[src/rtl/alu_mul_seq_pkg.sv]
// Shared constants for the ALU-borrowing multiply sequencer: the ALU control
// encodings, flag bit positions and the sequencer state encoding.
package alu_mul_seq_pkg;

   // ALU op_type encodings
   localparam logic [1:0] ALU_ARITH = 2'b00;
   localparam logic [1:0] ALU_LOGIC = 2'b01;
   localparam logic [1:0] ALU_SHIFT = 2'b10;
   localparam logic [1:0] ALU_MOVE  = 2'b11;

   // ALU shift_sel[1:0] encodings; shift_sel[2] selects "through carry"
   localparam logic [1:0] SHIFT_SHL = 2'b00;
   localparam logic [1:0] SHIFT_SHR = 2'b01;
   localparam logic [1:0] SHIFT_ROL = 2'b10;
   localparam logic [1:0] SHIFT_ROR = 2'b11;

   // ALU logic_sel encodings
   localparam logic [1:0] LOGIC_AND = 2'b00;
   localparam logic [1:0] LOGIC_OR  = 2'b01;
   localparam logic [1:0] LOGIC_XOR = 2'b10;
   localparam logic [1:0] LOGIC_NOT = 2'b11;

   // Bit positions inside the 4-bit flag vector {V,N,C,Z}
   localparam int Z_FLAG = 0;
   localparam int C_FLAG = 1;
   localparam int N_FLAG = 2;
   localparam int V_FLAG = 3;

   // Multiply sequencer states
   typedef enum logic [2:0] {
      MUL_IDLE    = 3'd0,
      MUL_ADD     = 3'd1,
      MUL_SHH     = 3'd2,
      MUL_SHL     = 3'd3,
      MUL_RESTORE = 3'd4
   } mul_state_t;

endpackage

[src/rtl/alu_mul_seq.sv]
// Shift-add 8x8 unsigned multiplier that drives the shared ALU one operation
// per clock, keeps the partial product locally and restores the CPU flags
// on completion so the multiply leaves Z/C/N/V untouched.
module alu_mul_seq
   import alu_mul_seq_pkg::*;
#(
   parameter int WIDTH = 8
) (
   input  logic               clk,
   input  logic               rst_n,
   input  logic               start,
   input  logic [WIDTH-1:0]   mul_a,
   input  logic [WIDTH-1:0]   mul_b,
   output logic               busy,
   output logic               done,
   output logic [2*WIDTH-1:0] product,
   output logic [1:0]         alu_op_type,
   output logic [1:0]         alu_arith_sel,
   output logic [1:0]         alu_logic_sel,
   output logic [3:0]         alu_shift_sel,
   output logic [WIDTH-1:0]   alu_operand1,
   output logic [WIDTH-1:0]   alu_operand2,
   input  logic [WIDTH-1:0]   alu_result,
   input  logic               alu_flag_z,
   input  logic               alu_flag_c,
   input  logic               alu_flag_n,
   input  logic               alu_flag_v,
   output logic [3:0]         alu_flag_din,
   output logic               alu_flag_wr
);

   localparam int CNT_W = $clog2(WIDTH);
   localparam logic [CNT_W-1:0] CNT_LAST = CNT_W'(WIDTH - 1);

   mul_state_t           state;
   mul_state_t           state_next;
   logic [WIDTH-1:0]     mcand;
   logic [WIDTH-1:0]     ph;
   logic [WIDTH-1:0]     pl;
   logic [CNT_W-1:0]     cnt;
   logic [3:0]           saved;
   logic                 from_add;
   logic [2*WIDTH-1:0]   product_r;
   logic                 done_r;

   assign product = product_r;
   assign done    = done_r;

   // State register plus partial-product datapath, advanced by ALU results
   always_ff @(posedge clk or negedge rst_n) begin
      if (!rst_n) begin
         state     <= MUL_IDLE;
         mcand     <= '0;
         ph        <= '0;
         pl        <= '0;
         cnt       <= '0;
         saved     <= '0;
         from_add  <= 1'b0;
         product_r <= '0;
         done_r    <= 1'b0;
      end else begin
         state    <= state_next;
         done_r   <= (state == MUL_RESTORE);
         // SHH needs to know whether the carry flag holds an add carry-out
         from_add <= (state == MUL_ADD);
         case (state)
            MUL_IDLE: begin
               if (start) begin
                  mcand <= mul_a;
                  ph    <= '0;
                  pl    <= mul_b;
                  cnt   <= '0;
                  saved <= {alu_flag_v, alu_flag_n, alu_flag_c, alu_flag_z};
               end
            end
            MUL_ADD:     ph <= alu_result;
            MUL_SHH:     ph <= alu_result;
            MUL_SHL: begin
               pl  <= alu_result;
               cnt <= cnt + 1'b1;
            end
            MUL_RESTORE: product_r <= {ph, pl};
            default: ;
         endcase
      end
   end

   // Next-state decode and ALU control for the current step
   always_comb begin
      state_next    = state;
      busy          = 1'b1;
      alu_op_type   = ALU_MOVE;
      alu_arith_sel = 2'b00;
      alu_logic_sel = LOGIC_AND;
      alu_shift_sel = 4'b0000;
      alu_operand1  = '0;
      alu_operand2  = '0;
      alu_flag_din  = 4'b0000;
      alu_flag_wr   = 1'b0;
      case (state)
         MUL_IDLE: begin
            busy = 1'b0;
            if (start) state_next = mul_b[0] ? MUL_ADD : MUL_SHH;
         end
         MUL_ADD: begin
            alu_op_type   = ALU_ARITH;
            alu_arith_sel = 2'b00;
            alu_operand1  = ph;
            alu_operand2  = mcand;
            state_next    = MUL_SHH;
         end
         MUL_SHH: begin
            // Rotate the add carry into PH[7], or shift in zero if no add ran
            alu_op_type   = ALU_SHIFT;
            alu_shift_sel = from_add ? {1'b0, 1'b1, SHIFT_ROR} : {2'b00, SHIFT_SHR};
            alu_operand1  = ph;
            state_next    = MUL_SHL;
         end
         MUL_SHL: begin
            // Carry holds the bit shifted out of PH; it becomes PL[7]
            alu_op_type   = ALU_SHIFT;
            alu_shift_sel = {2'b01, SHIFT_ROR};
            alu_operand1  = pl;
            if (cnt == CNT_LAST)   state_next = MUL_RESTORE;
            else if (alu_result[0]) state_next = MUL_ADD;
            else                   state_next = MUL_SHH;
         end
         MUL_RESTORE: begin
            alu_op_type  = ALU_MOVE;
            alu_flag_wr  = 1'b1;
            alu_flag_din = saved;
            state_next   = MUL_IDLE;
         end
         default: begin
            busy       = 1'b0;
            state_next = MUL_IDLE;
         end
      endcase
   end

endmodule
[config.mk]
export PLATFORM = sky130hd
export DESIGN_NAME = alu_mul_seq
export DESIGN_NICKNAME = d
export VERILOG_FILES = /design/src/rtl/alu_mul_seq_pkg.sv /design/src/rtl/alu_mul_seq.sv
export SDC_FILE = /design/constraint.sdc
export NUM_CORES = 1
export LEC_CHECK = 0
export ABC_AREA = 1
export BUFFER_PORTS_ARGS = -buffer_cell sky130_fd_sc_hd__buf_4
export CAP_MARGIN = 30
export CORE_MARGIN = 10
export CORE_UTILIZATION = 25
export DETAILED_ROUTE_END_ITERATION = 10
export GPL_TIMING_DRIVEN = 0
export PLACE_DENSITY = 0.48
export SYNTH_ARGS = -nofsm -noshare
export SYNTH_HDL_FRONTEND = slang
export SYNTH_SLANG_ARGS = --single-unit
[constraint.sdc]
create_clock -name clk -period 1.5 [get_ports clk]
set_clock_uncertainty 0.05 [all_clocks]
set_input_delay 0 -clock clk [delete_from_list [all_inputs] [get_ports clk]]
set_output_delay 0 -clock clk [all_outputs]
set_load 0.01 [all_outputs]
==> results.md <==
- Status: finished, violations left
- Failing checks: negative setup slack
- Post-synthesis register bit count: 52
- Gp weighted congestion: about 0.74
- Slew of the pin with the lowest slew margin: 0.667 ns
- Initial antenna violation count: 0
- Final setup margin: -0.00944 ns
- P_leak: 2.09 nW
- Vias per cell: ~4
- Global route overflow: 0
- Die Area: 14,100 sq um
- Ports: 80
- Max-cap violations: 0
- Vias in the first global route: 2,300
- N_diodes: 0
- DRT iter0 DRCs: roughly 160
- Arrival time at the worst endpoint: between 1 and 1.5 ns
- Die Ht: around 120 microns
- Syn_area_per_cell: around 8 sq um
- Clock latency at the later pin of the worst-skew pair: 0.31 ns
- Worst hold path type: in -> reg
- Final min period: 1.51 ns
- Cell Area, Synth: 2430 sq um
- Nets: 472
- Most frequent cells in the layout: 122 x nand2_1, 99 x buf_4, 50 x dfrtp_1
- Pins Over Slew Limit: 0
- CP top delay family: flip-flops
- Via Count: ~2,300
- Synthesized netlist cell count: ~300
- Clock sinks: between 50 and 60
- Final WL: 7.49 mm
- PD cells: ~1700 nW/um^2
- WP buf/inv: 3
- Commonest non-fill, non-tap cell in the layout: nand2_1
- Synth Warn #: 0
- Final ANT Viol Nets: 0
- Distinct cell type count after synthesis: 21
- Hold violation total from the final report: 0
- Initial DRT Pass Iterations: 4
- Longest Clk Path Bufs: 2
- Die W: 119 microns
- Post-route setup TNS: -0.0122 ns
- Clock buffer count from CTS: 5
- Req. time, crit path: 1.45 ns
- Crit path kind: reg -> out
- Finished Cell Area: slightly below 4000 sq um
- Htree depth: 2
- Setup crit end kind: primary output
- CTS tree: done
- Share of layout cells above drive strength 1: approximately a third
- # fillers: 961
- # setup viols final: 2
- Maximum operating frequency: 662 MHz
- Relative slew margins: 55.5%
- Unrepaired setup endpoints after global routing: yes
- Worst vdd ir: ~0.5 mV
- Dpl hpwl: 5.27 mm
- Initial Util: 26.0%
- CP max stage delay: 0.47 ns
- Row count: 35
- Global-route usage over all layers: approximately a tenth
- DRC Markers: 0
- CP cell instances: inv_4 -> nand3_4 -> buf_12 -> o21ai_2 -> buf_4
- Hold WS: 0.0485 ns
- Core Footprint: 9330 sq um
- Layout area overhead: 58.5%
- DP Area: 3160 sq um
- Placed Instances: slightly above 500
- Startpoint types: flop
- Routed len/inst: 13.2 microns
- Port Buffer Count: 74
- Root buffer cell: clkbuf_8
- Clock Pin Slew Worst Setup and Hold Paths: 0.09 ns
- CP max FO: 5
- First-pass GRT wire length: roughly 12 mm
- Slowest cell on crit path: dfrtp_2
- Largest net degree at the start of global routing: 53
- Final Cycle Share: 101%
- Fin cells: 568
- Register area share after synthesis: 53.6%
-- worst min-delay path, stage by stage --
cell      delay (ns)
buf_4           0.10
nand3b_1        0.16
nand2_1         0.07
inv_1           0.04
-- report_power, final --
part | internal, W | total, W | leakage (nW) | switching, W
combinational | 0.00172 | 0.00366 | 1.44 | 0.00194
sequential | 0.00192 | 0.00222 | 0.618 | 0.000300
clock | 0.000317 | 0.000784 | 0.0400 | 0.000467
total | 0.00397 | 0.00667 | 2.09 | 0.00271
-- what timing repair did --
action / in CTS / in global routing
endpoints found under the setup margin: 32 / 38
gates cloned: 0 / 1
pin swaps: 5 / 6
buffers inserted: 13 / 8
endpoints found under the hold margin: 80 / 0
gates resized for setup: 28 / 20
hold buffers: 29 / 0
-- area by class of cell --
type / instances / area [sq um] / area share (%)
repair buffers: 125 / 1040 / 27.0
plain buffers: 15 / 154 / 4.00
flip-flops and latches: 52 / 1300 / 33.9
inverters: 30 / 119 / 3.09
clock buffers: 5 / 68.8 / 1.79
clock inverters: 2 / 12.5 / 0.325
multi-input cells: 210 / 987 / 25.7
well taps: 129 / 161 / 4.20
-- final timing paths --
path	start	to	slack, ns	depth (start not counted)
worst max-delay path	state[2]$_DFFE_PN0P_	alu_operand1[1]	-0.009	5
worst min-delay path	start	state[0]$_DFFE_PN0P_	0.05	4
worst max register to register	state[0]$_DFFE_PN0P_	pl[5]$_DFFE_PN0P_	0.08	8
worst min register to register	pl[4]$_DFFE_PN0P_	pl[4]$_DFFE_PN0P_	0.44	2
max in group asynchronous	rst_n	state[2]$_DFFE_PN0P_	0.71	2
min in group asynchronous	rst_n	mcand[4]$_DFFE_PN0P_	0.22	2
-- per-stage QoR --
stage                     setup WS (ns)  utilization, %  total power, W
after floorplan                   0.213               -         0.00393
after global placement          -0.0978            33.9         0.00514
after detailed placement        -0.0906            33.9         0.00518
after CTS                       -0.0459            39.6         0.00646
after global routing            -0.0732            41.2         0.00722
final                          -0.00944            41.2         0.00667
-- sequential cells by signal (all words and copies together) (netlist names) --
| signal | count |
|---|---|
| cnt | 3 |
| mcand | 8 |
| ph | 8 |
| pl | 8 |
| state | 3 |
| done | 1 |
| product | 16 |
| from_add | 1 |
| saved | 4 |
-- routing by layer --
layer | vias to the layer above | routed length, microns | track usage (%)
met3 | 10 | 254 | 1.95
met1 | 1041 | 3410 | 13.3
li1 | 1175 | - | -
met5 | - | 0 | 0
met4 | 0 | 94 | 3.21
met2 | 51 | 3730 | 17.8
-- cell families (layout without fill, tap and decap cells) --
logic type	count (synthesis)	count (layout)	share of synthesized area [%]
and+or+nand+nor	172	172	29.1
buffers and inverters	46	177	9.59
AOI/OAI and AO/OA	31	31	6.50
adders and majority gates	2	2	1.03
DFF	52	52	53.6
other	1	5	0.154
-- cells in the mapped netlist --
master	instances	share of area, %
nor2_2	1	0.26
buf_4	11	3.4
conb_1	1	0.15
buf_6	2	0.93
nand2_1	128	20
o21a_1	1	0.31
nand3_1	3	0.62
nor2_4	2	0.93
inv_1	26	4.0
ha_1	2	1.0
inv_2	3	0.46
nand2_2	1	0.26
buf_2	3	0.62
nand3_2	3	1.2
o21ai_0	16	3.3
nand3b_1	1	0.31
nand2_4	2	0.93
dfrtp_1	52	54
a21oi_1	14	2.9
clkinv_1	1	0.15
nor2_1	31	4.8
Note: power is estimated with default switching activity, not from simulation.
